--- src/rtl/phase_sequencer_pkg.sv ---
// Shared definitions for the phase sequencer: phase bit indices, state encoding
// and the default bus-wait limit.
package phase_sequencer_pkg;

    localparam int PH_F = 0;
    localparam int PH_R = 1;
    localparam int PH_X = 2;
    localparam int PH_M = 3;
    localparam int PH_W = 4;
    localparam int PH_N = 5;

    localparam int WAIT_MAX_DEFAULT = 15;

    typedef enum logic [2:0] {
        ST_F    = 3'd0,
        ST_R    = 3'd1,
        ST_X    = 3'd2,
        ST_M    = 3'd3,
        ST_W    = 3'd4,
        ST_HALT = 3'd5
    } state_t;

    // One-hot phase vector for a state; HALT has no phase bit.
    function automatic logic [PH_N-1:0] phase_of(input state_t s);
        logic [PH_N-1:0] p;
        p = '0;
        case (s)
            ST_F:    p[PH_F] = 1'b1;
            ST_R:    p[PH_R] = 1'b1;
            ST_X:    p[PH_X] = 1'b1;
            ST_M:    p[PH_M] = 1'b1;
            ST_W:    p[PH_W] = 1'b1;
            default: p = '0;
        endcase
        return p;
    endfunction

endpackage

--- src/rtl/phase_sequencer_if.sv ---
// Memory handshake bundle between the phase sequencer (master) and the
// instruction/data memories (slave).
interface phase_sequencer_if;

    logic        imem_req;
    logic [31:0] imem_addr;
    logic [31:0] imem_rdata;
    logic        imem_ack;
    logic        dmem_ack;

    modport master (
        output imem_req,
        output imem_addr,
        input  imem_rdata,
        input  imem_ack,
        input  dmem_ack
    );

    modport slave (
        input  imem_req,
        input  imem_addr,
        output imem_rdata,
        output imem_ack,
        output dmem_ack
    );

endinterface

--- src/rtl/phase_sequencer_wait_timer.sv ---
// Counts cycles spent waiting on a memory ack; timeout flags that the count
// has reached WAIT_MAX.
module phase_sequencer_wait_timer
    import phase_sequencer_pkg::*;
#(
    parameter int WAIT_MAX = WAIT_MAX_DEFAULT
) (
    input  logic clk,
    input  logic n_rst,
    input  logic clr,
    input  logic en,
    output logic timeout
);

    localparam int CNT_W = (WAIT_MAX < 1) ? 1 : $clog2(WAIT_MAX + 1);

    logic [CNT_W-1:0] cnt;

    assign timeout = (cnt == CNT_W'(WAIT_MAX));

    // Saturate at WAIT_MAX so the compare can never be skipped by wrapping.
    always_ff @(posedge clk or negedge n_rst) begin
        if (!n_rst) begin
            cnt <= '0;
        end else if (clr) begin
            cnt <= '0;
        end else if (en && !timeout) begin
            cnt <= cnt + 1'b1;
        end
    end

endmodule

--- src/rtl/phase_sequencer.sv ---
// Multi-cycle F/R/X/M/W instruction phase sequencer with memory-wait timeout.
// Define MEM_SKIP_EN to let non-memory instructions go straight from X to W.
module phase_sequencer
    import phase_sequencer_pkg::*;
#(
    parameter int WAIT_MAX = WAIT_MAX_DEFAULT
) (
    input  logic                 clk,
    input  logic                 n_rst,
    phase_sequencer_if.master    bus,
    input  logic [31:0]          pc,
    input  logic                 mem_op,
    input  logic                 halt,
    output logic [PH_N-1:0]      phase,
    output logic [31:0]          ir,
    output logic                 halted,
    output logic                 bus_err,
    output logic [31:0]          retired
);

    state_t state;
    state_t state_nxt;
    logic   ir_ld;
    logic   ret_inc;
    logic   err_set;
    logic   wait_en;
    logic   wait_clr;
    logic   tmo;

    phase_sequencer_wait_timer #(
        .WAIT_MAX (WAIT_MAX)
    ) u_wait_timer (
        .clk     (clk),
        .n_rst   (n_rst),
        .clr     (wait_clr),
        .en      (wait_en),
        .timeout (tmo)
    );

    assign wait_clr      = (state_nxt != state);
    assign phase         = phase_of(state);
    assign halted        = (state == ST_HALT);
    assign bus.imem_addr = pc;
    // The request is held off while reset is asserted even though state is F.
    assign bus.imem_req  = n_rst && (state == ST_F);

    always_comb begin
        state_nxt = state;
        ir_ld     = 1'b0;
        ret_inc   = 1'b0;
        err_set   = 1'b0;
        wait_en   = 1'b0;
        case (state)
            ST_F: begin
                if (bus.imem_ack) begin
                    ir_ld     = 1'b1;
                    state_nxt = ST_R;
                end else begin
                    wait_en = 1'b1;
                    if (tmo) begin
                        err_set   = 1'b1;
                        state_nxt = ST_HALT;
                    end
                end
            end
            ST_R: state_nxt = ST_X;
            ST_X: begin
`ifdef MEM_SKIP_EN
                state_nxt = mem_op ? ST_M : ST_W;
`else
                state_nxt = ST_M;
`endif
            end
            ST_M: begin
                if (!mem_op || bus.dmem_ack) begin
                    state_nxt = ST_W;
                end else begin
                    wait_en = 1'b1;
                    if (tmo) begin
                        err_set   = 1'b1;
                        state_nxt = ST_HALT;
                    end
                end
            end
            ST_W: begin
                ret_inc   = 1'b1;
                state_nxt = halt ? ST_HALT : ST_F;
            end
            ST_HALT: state_nxt = ST_HALT;
            default: state_nxt = ST_HALT;
        endcase
    end

    always_ff @(posedge clk or negedge n_rst) begin
        if (!n_rst) begin
            state   <= ST_F;
            ir      <= '0;
            retired <= '0;
            bus_err <= 1'b0;
        end else begin
            state <= state_nxt;
            if (ir_ld) begin
                ir <= bus.imem_rdata;
            end
            if (ret_inc) begin
                retired <= retired + 32'd1;
            end
            if (err_set) begin
                bus_err <= 1'b1;
            end
        end
    end

endmodule
--- src/flat_wrapper.sv ---
// flat-port wrapper written by rule: the top's interface ports become plain ports
module phase_sequencer_flat import phase_sequencer_pkg::*;
#(
    parameter int WAIT_MAX = WAIT_MAX_DEFAULT
)
  (clk, n_rst, pc, mem_op, halt, phase, ir, halted, bus_err, retired, bus_imem_req, bus_imem_addr, bus_imem_rdata, bus_imem_ack, bus_dmem_ack);
  phase_sequencer_if bus_i ();
  input  logic clk;
  input  logic n_rst;
  input  logic [31:0] pc;
  input  logic mem_op;
  input  logic halt;
  output logic [PH_N-1:0] phase;
  output logic [31:0] ir;
  output logic halted;
  output logic bus_err;
  output logic [31:0] retired;
  output wire logic [$bits(bus_i.imem_req)-1:0] bus_imem_req;
  output wire logic [$bits(bus_i.imem_addr)-1:0] bus_imem_addr;
  input wire logic [$bits(bus_i.imem_rdata)-1:0] bus_imem_rdata;
  input wire logic [$bits(bus_i.imem_ack)-1:0] bus_imem_ack;
  input wire logic [$bits(bus_i.dmem_ack)-1:0] bus_dmem_ack;
  assign bus_imem_req = bus_i.imem_req;
  assign bus_imem_addr = bus_i.imem_addr;
  assign bus_i.imem_rdata = bus_imem_rdata;
  assign bus_i.imem_ack = bus_imem_ack;
  assign bus_i.dmem_ack = bus_dmem_ack;
  phase_sequencer #(.WAIT_MAX(WAIT_MAX)) u_core (.clk(clk), .n_rst(n_rst), .bus(bus_i), .pc(pc), .mem_op(mem_op), .halt(halt), .phase(phase), .ir(ir), .halted(halted), .bus_err(bus_err), .retired(retired));
endmodule
--- config.mk ---
export PLATFORM = sky130hd
export DESIGN_NAME = phase_sequencer_flat
export DESIGN_NICKNAME = d
export VERILOG_FILES = /design/src/rtl/phase_sequencer_pkg.sv /design/src/rtl/phase_sequencer_if.sv /design/src/rtl/phase_sequencer_wait_timer.sv /design/src/rtl/phase_sequencer.sv /design/src/flat_wrapper.sv
export SDC_FILE = /design/constraint.sdc
export NUM_CORES = 1
export LEC_CHECK = 0
export ABC_AREA = 0
export BUFFER_PORTS_ARGS = -buffer_cell sky130_fd_sc_hd__buf_2
export CAP_MARGIN = 20
export CORE_MARGIN = 1.5
export CORE_UTILIZATION = 51
export CTS_BUF_LIST = sky130_fd_sc_hd__clkbuf_8
export CTS_CLUSTER_SIZE = 10
export DETAILED_ROUTE_END_ITERATION = 6
export GPL_TIMING_DRIVEN = 0
export PLACE_DENSITY = 0.88
export SYNTH_ARGS = -nofsm -noshare
export SYNTH_HDL_FRONTEND = slang
export SYNTH_SLANG_ARGS = --single-unit
--- constraint.sdc ---
create_clock -name clk -period 4.8 [get_ports clk]
set_input_delay 0.24 -clock clk [delete_from_list [all_inputs] [get_ports clk]]
set_output_delay 0.24 -clock clk [all_outputs]
set_load 0.005 [all_outputs]
==> metrics.txt, run 1 <==
largest net degree at the start of global routing=74; TritonRoute pass-1 iters=7; Final Non-Filler Cells=525; Clock Pin Slew Worst Setup and Hold Paths=80 ps; Worst VDD drop=0.0001585 V; Routability Congestion=0.8052; beginning of the critical path=u_core.state[0]; Slew headroom=0.4099; Worst EP required=5010 ps; post-cts sizing count=0; CORE AREA=0.006422 mm²; largest stage delay on the critical path=460 ps; Remaining Overflow, GRT=0; GRT Overall Usage=0.2070; Nets=515; Vias=2656; dominant register cell in the synthesized netlist=dfrtp_1; DP Wirelength=5538 µm; initial core utilization=0.5319; share of layout cells above drive strength 1=0.5268; DR top layer=met4; CP cell instances=nor3_1, and2_1, clkbuf_1, buf_2, mux2_2; Routed Antenna Nets=0; area leader, netlist=dfrtp_1; Critical Path Fanout Max=10; Remaining DRCs=15; Peak Freq=492.2 MHz; post-CTS setup buffer count=0; Fin Hold WS=22.13 ps; row count=29; Placed Cells incl. Taps=509; Num CTS Buffers=9; DIE WIDTH=84.84 µm; Finish-stage setup viols=0; Reg power frac=0.486; IO Pins=174; Die Ht=84.84 µm; Crit path depth=5; Post-synth EDFFs=0; asr flop ratio synth=1.000; vias in the first global route=2550; CP Launch Type=flop; worst skew pair latency=340 ps; routed wire length=7232 µm; Setup TNS=0 ps; switch share=0.1977; synthesis-to-layout area growth=30.73%; Setup Skew=16.33 ps; DRT iter0 DRCs=125; Min-Delay Path Class=in2async; # Max-Cap Violations=0; share of the synthesized area in the top cell type=0.5275; failing checks=design-rule violations; CP arrival=2240 ps; first-pass GRT wire length=11900 µm; Pwr Density=279.1 mW/mm²; Final Hold Viols=0; antenna cells=0; Post-synth top cells=dfrtp_1 (72), buf_4 (34), mux2_2 (32); NetSw=0.2464 mW; Post-CTS Hold Buffers=0; Worst Path Buf+Inv=2; Netlist cell types=45; Synth warnings=0; H-tree Lvls=3; routed length per instance=13.78 µm; fin. max-slew vios=0; post-synthesis sequential area ratio=0.5275; Clock power frac=0.465; synth top area cells=dfrtp_1 (53%), mux2_2 (11%), buf_4 (7.5%); synthesized instance count=291; Filler cells=486; clk buf depth=2; most common cell in the netlist=dfrtp_1; Logic pwr share=0.049; input/output buffers=141; Cell Area, Synth=0.003416 mm²; status=complete, but fails checks; clock sink count=72; WL met3=563 µm; final period utilization=0.4233; #FFs+latches synth=72; crit end category=flop; number of vias per cell=5.059; met1 WL=3005 µm; Lkg Pwr=2.513 nW; Root Driver=clkbuf_8; fin crit period=2032 ps; synthesized area per cell=11.74 µm²; RSZ-0062 raised after global routing=no; die area=0.007198 mm²; worst setup path category=reg2reg; initial antenna violation count=0; met2 WL=3520 µm; r2r worst-path depth=5; Worst path top cell family by delay=buffers and inverters; syn_nets=363; Int Power=1.000 mW; total power=1.246 mW; worst slew pin tran=885.2 ps; Slowest-stage cell, CP=dfrtp_1; CTS tree=yes; Critical R2R Launch=u_core.state[0]
==> logic make-up (layout without fill, tap and decap cells) <==
group                    Yosys count  count (layout)  share of synthesized area
adder cells (fa/ha/maj)            2               2                   0.007325
AND/OR/NAND/NOR                   87              87                     0.1410
flip-flops                        72              72                     0.5275
AO/OA/AOI/OAI                     19              19                    0.03883
buffers and inverters             44             201                    0.08901
multiplexers                      34              34                     0.1117
XOR/XNOR                          33              33                    0.08462
==> metrics by stage <==
stage | setup WS (ps) | util | area [µm²]
2_1_floorplan | 2983 | - | 3416
3_3_place_gp | 2742 | 0.6567 | 4218
3_5_place_dp | 2725 | 0.6571 | 4220
4_1_cts | 2706 | 0.6953 | 4466
5_1_grt | 2596 | 0.6953 | 4466
6_report | 2768 | 0.6953 | 4466
==> state kept, by name (all words and copies together), names as in the netlist <==
signal,count
u_core.retired,32
u_core.state,3
u_core.u_wait_timer.cnt,4
u_core.bus_err,1
u_core.ir,32
==> power groups by stage <==
stage | clock (mW) | combinational [mW] | sequential (mW)
finish | 0.579 | 0.0611 | 0.606
CTS | 0.584 | 0.0627 | 0.606
global placement | 0 | 0.0609 | 0.618
floorplan | 0 | 0.0225 | 0.618
global route | 0.620 | 0.0680 | 0.606
detailed placement | 0 | 0.0625 | 0.618
==> cells in the final DEF, fill, tap and decap left out, types with 2 or more instances in the layout <==
master     instances
o21ai_0            2
bufinv_16          3
nand2_1           17
nor3_1             4
and4_1             3
buf_4             35
clkbuf_1           5
and2_1             2
inv_1              2
or2_2              4
xor2_1             9
nand3_1           14
and3_1             7
or3_1              3
nand4_1            8
nor2_1            13
ha_1               2
dfrtp_1           72
buf_2            143
xnor2_1           24
clkbuf_8          10
mux2_2            32
a21oi_1            7
nor3b_1            2
==> final timing paths <==
path | slack (ps) | endpoint
worst max register to register | 2770 | u_core.ir[8]
worst min register to register | 470 | u_core.bus_err
min in group clk | 120 | u_core.ir[14]
worst max-delay path | 2770 | u_core.ir[8]
max in group asynchronous | 4200 | u_core.ir[8]
worst min-delay path | 20 | u_core.retired[31]
==> worst reg2reg max path, delay by kind of cell, from the launching register on <==
| kind | cells | cell delay, ps |
|---|---|---|
| buf+inv | 2 | 560 |
| flops | 1 | 460 |
| mux | 1 | 370 |
| simple gates | 2 | 510 |
==> layout make-up <==
cell class                 count  area [µm²]  area share
buffer                        43       300.3     0.06725
clock buffer                  10       137.6     0.03082
clock inverter                 6       107.6     0.02410
inverter                       1       3.754   0.0008406
multi-input combinational    175        1310      0.2934
sequential                    72        1802      0.4035
tap                           77       96.34     0.02157
timing repair buffer         141       708.2      0.1586
==> layer usage <==
metal	GRT usage	vias up
li1	-	1274
met1	0.2605	1238
met2	0.3498	132
met3	0.04475	12
met4	0.08346	0
met5	0	-
No activity file was read; power rests on OpenSTA's default activity.
==> run 2: changes to the inputs <==
--- a/config.mk
+++ b/config.mk
@@ -5,16 +5,16 @@
 export SDC_FILE = /design/constraint.sdc
 export NUM_CORES = 1
 export LEC_CHECK = 0
-export ABC_AREA = 0
+export ABC_AREA = 1
 export BUFFER_PORTS_ARGS = -buffer_cell sky130_fd_sc_hd__buf_2
 export CAP_MARGIN = 20
 export CORE_MARGIN = 1.5
-export CORE_UTILIZATION = 51
+export CORE_UTILIZATION = 44
 export CTS_BUF_LIST = sky130_fd_sc_hd__clkbuf_8
 export CTS_CLUSTER_SIZE = 10
 export DETAILED_ROUTE_END_ITERATION = 6
 export GPL_TIMING_DRIVEN = 0
-export PLACE_DENSITY = 0.88
+export PLACE_DENSITY = 0.78
 export SYNTH_ARGS = -nofsm -noshare
 export SYNTH_HDL_FRONTEND = slang
 export SYNTH_SLANG_ARGS = --single-unit
==> constraint.sdc (replaced) <==
create_clock -name clk -period 1.7 [get_ports clk]
set_input_delay 0.085 -clock clk [delete_from_list [all_inputs] [get_ports clk]]
set_output_delay 0.085 -clock clk [all_outputs]
set_load 0.005 [all_outputs]
==> run 2 against run 1 <==
Net effect: the run now ends clean; first-iteration DRC count shrank 9.6%; die area grew 33%; design area grew 22%; highest routed layer unchanged; synthesized cell count grew 86%; global-route usage grew 1.6 points; sequential cell count is the same; register-to-register slack lost 2600 ps; utilization shrank 7.1 points; non-clock buffer count grew 37; wire length grew 50%; clock skew shrank 9.4 ps; clock power grew 120%.
==> metrics.txt, run 2 <==
DRT iter0 DRCs=113 (-9.6%); CTS tree=yes; Routed Antenna Nets=0 (unchanged); Worst path top cell family by delay=buffers and inverters; Nets=802 (+56%); area leader, netlist=dfrtp_1; Peak Freq=611.3 MHz; Post-synth EDFFs=0 (unchanged); share of layout cells above drive strength 1=0.3170 (-0.2098); Finish-stage setup viols=0 (unchanged); synthesis-to-layout area growth=37.35%; Cell Area, Synth=0.003963 mm² (+16%); #FFs+latches synth=72 (unchanged); CORE AREA=0.008721 mm² (+36%); worst setup path category=reg2out; worst slew pin tran=427.0 ps (-458.2 ps); DIE WIDTH=97.90 µm (+15%); Netlist cell types=25 (-44%); area of the multi-input gates=0.001772 mm² (+35%); Root Driver=clkbuf_8; TritonRoute pass-1 iters=4 (-3); synthesized area per cell=7.338 µm² (-37%); post-synthesis sequential area ratio=0.4547 (-0.07278); most common cell in the netlist=nand2_1; commonest non-fill, non-tap cell in the layout=nand2_1; Final Instance Area=0.005443 mm² (+22%); die area=0.009584 mm² (+33%); Post-Route Utilization=0.6241 (-0.07120); CP cell instances=nor2_4, nand2_4, clkinv_4, clkbuf_8, buf_4, buf_2; Worst Path Buf+Inv=4 (+2); syn_nets=612 (+69%); initial core utilization=0.4544 (-0.07748); fin. max-slew vios=0 (unchanged); routed length per instance=12.90 µm (-6.4%); Min-Delay Path Class=in2reg; Place WS=33.80 ps (-2691 ps); vias in the first global route=3852 (+51%); GRT Overall Usage=0.2234 (+0.01642); Num CTS Buffers=9 (unchanged); row count=34 (+17%); Final WS setup=64.13 ps (-2704 ps); largest net degree at the start of global routing=57 (-23%); Remaining Overflow, GRT=0 (unchanged); Slew headroom=0.7154 (+0.3055); Top Registers=u_core.ir x32, u_core.retired x32, u_core.u_wait_timer.cnt x4; largest stage delay on the critical path=450 ps (about the same); share of the synthesized area in the top cell type=0.4547 (-0.07278); clock sink count=72 (unchanged); dpl cell area=0.004833 mm² (+15%); Worst EP required=1620 ps (-3390 ps); worst skew pair latency=350 ps (about the same); Slowest-stage cell, CP=dfrtp_2; Setup TNS=0 ps (unchanged); Die Ht=97.90 µm (+15%); Remaining DRCs=0 (-15); Filler cells=743 (+53%); asr flop ratio synth=1.000 (unchanged); most frequent cells in the layout=nand2_1 (255), buf_2 (145), dfrtp_1 (67); Vias=4038 (+52%); IO Pins=174 (unchanged); fin crit period=1636 ps; dominant register cell in the synthesized netlist=dfrtp_1; status=finished, final reports clean; routed wire length=10880 µm (+50%); final period utilization=0.9623; Post-synth top cells=nand2_1 (256), dfrtp_1 (72), nor2_1 (56); CP Launch Type=flop; Lkg Pwr=3.012 nW (+20%); storage element area=0.001808 mm² (+0.35%); synthesized instance count=540 (+86%); number of vias per cell=4.790 (-5.3%); first-pass GRT wire length=17310 µm (+45%); antenna cells=0 (unchanged); DP Wirelength=7393 µm (+33%); Routability Congestion=0.9409 (+17%); Pwr Density=1087 mW/mm² (+290%); Setup Skew=6.904 ps (-9.429 ps); # Max-Cap Violations=0 (unchanged); synth top area cells=dfrtp_1 (45%), nand2_1 (24%), buf_4 (6.3%); Worst VDD drop=0.0007573 V (+380%); input/output buffers=141 (unchanged); H-tree Lvls=3 (unchanged); Critical Path Fanout Max=10 (unchanged); CP arrival=1550 ps (-690 ps); clk buf depth=2 (unchanged); Final Hold Viols=0 (unchanged); Clock Pin Slew Worst Setup and Hold Paths=80 ps (about the same); crit end category=primary output; Synth warnings=0 (unchanged); total power=5.916 mW (+370%); initial antenna violation count=0 (unchanged)
run 2: cell count changes in the layout (fill, tap and decap cells not counted), moves of 6 or more:
cell	change
xnor2_1	-17
nand2_2	+10
and3_1	-6
a21oi_1	-7
nand3b_1	+10
inv_1	+32
nand2_1	+238
mux2_2	-32
nor2_1	+39
dlygate4sd3_1	+33
run 2: layer usage:
layer	vias up	GRT usage	routed length, µm
li1	1992	-	-
met1	1840	0.2585	4467
met2	184	0.3936	5337
met3	22	0.06228	867
met4	0	0.08242	203
met5	-	0	0
run 2: timing repair:
item,4_1_cts,5_1_grt
hold buffers,33,0
pin swaps,0,2
gates resized for setup,6,12
hold endpoints to repair,104,0
endpoints found under the setup margin,1,12
cloned,0,1
buffers inserted,0,3
run 2: power by group:
part	internal [mW]	switching [mW]	total [mW]
logic	0.936	1.18	2.12
registers	2.15	0.347	2.50
clock network	0.655	0.641	1.30
total	3.75	2.17	5.92
run 2: logic make-up after synthesis:
logic type	Yosys count	synth area share
buffers and inverters	77	0.1061
adder cells (fa/ha/maj)	2	0.006314
AO/OA/AOI/OAI	9	0.01200
AND/OR/NAND/NOR	363	0.3833
XOR/XNOR	17	0.03757
flip-flops	72	0.4547
run 2: final cells by class:
type | instances | share of cell area
Sequential cell | 72 | 0.3322
Multi-Input combinational cell | 391 | 0.3255
Timing Repair Buffer | 179 | 0.2046
Buffer | 42 | 0.05471
Inverter | 35 | 0.02506
Tap cell | 108 | 0.02483
Clock buffer | 9 | 0.02276
Clock inverter | 7 | 0.01034
run 2: stage by stage:
step / hold WS (ps) / instances
after floorplan: -210.6 / 540
after global placement: 277.6 / 789
after detailed placement: -15.43 / 790
after CTS: 32.79 / 839
after global routing: 89.96 / 843
final: 52.65 / 843
run 2: path summary, 6_finish.rpt:
| check | slack (ps) | endpoint | cells after the start | from |
|---|---|---|---|---|
| min | 50 | u_core.state[2] | 3 | halt |
| max | 60 | phase[4] | 6 | u_core.state[1] |
| max in group asynchronous | 1010 | u_core.retired[0] | 3 | n_rst |
| max reg2reg | 130 | u_core.retired[28] | 10 | u_core.retired[1] |
| min in group asynchronous | 180 | u_core.retired[2] | 2 | n_rst |
| min reg2reg | 480 | u_core.ir[13] | 2 | u_core.ir[13] |
run 2: tightest hold or removal path, cell delays in order:
cell,delay (ps)
buf_2,90
o21ai_0,100
nand3_1,90
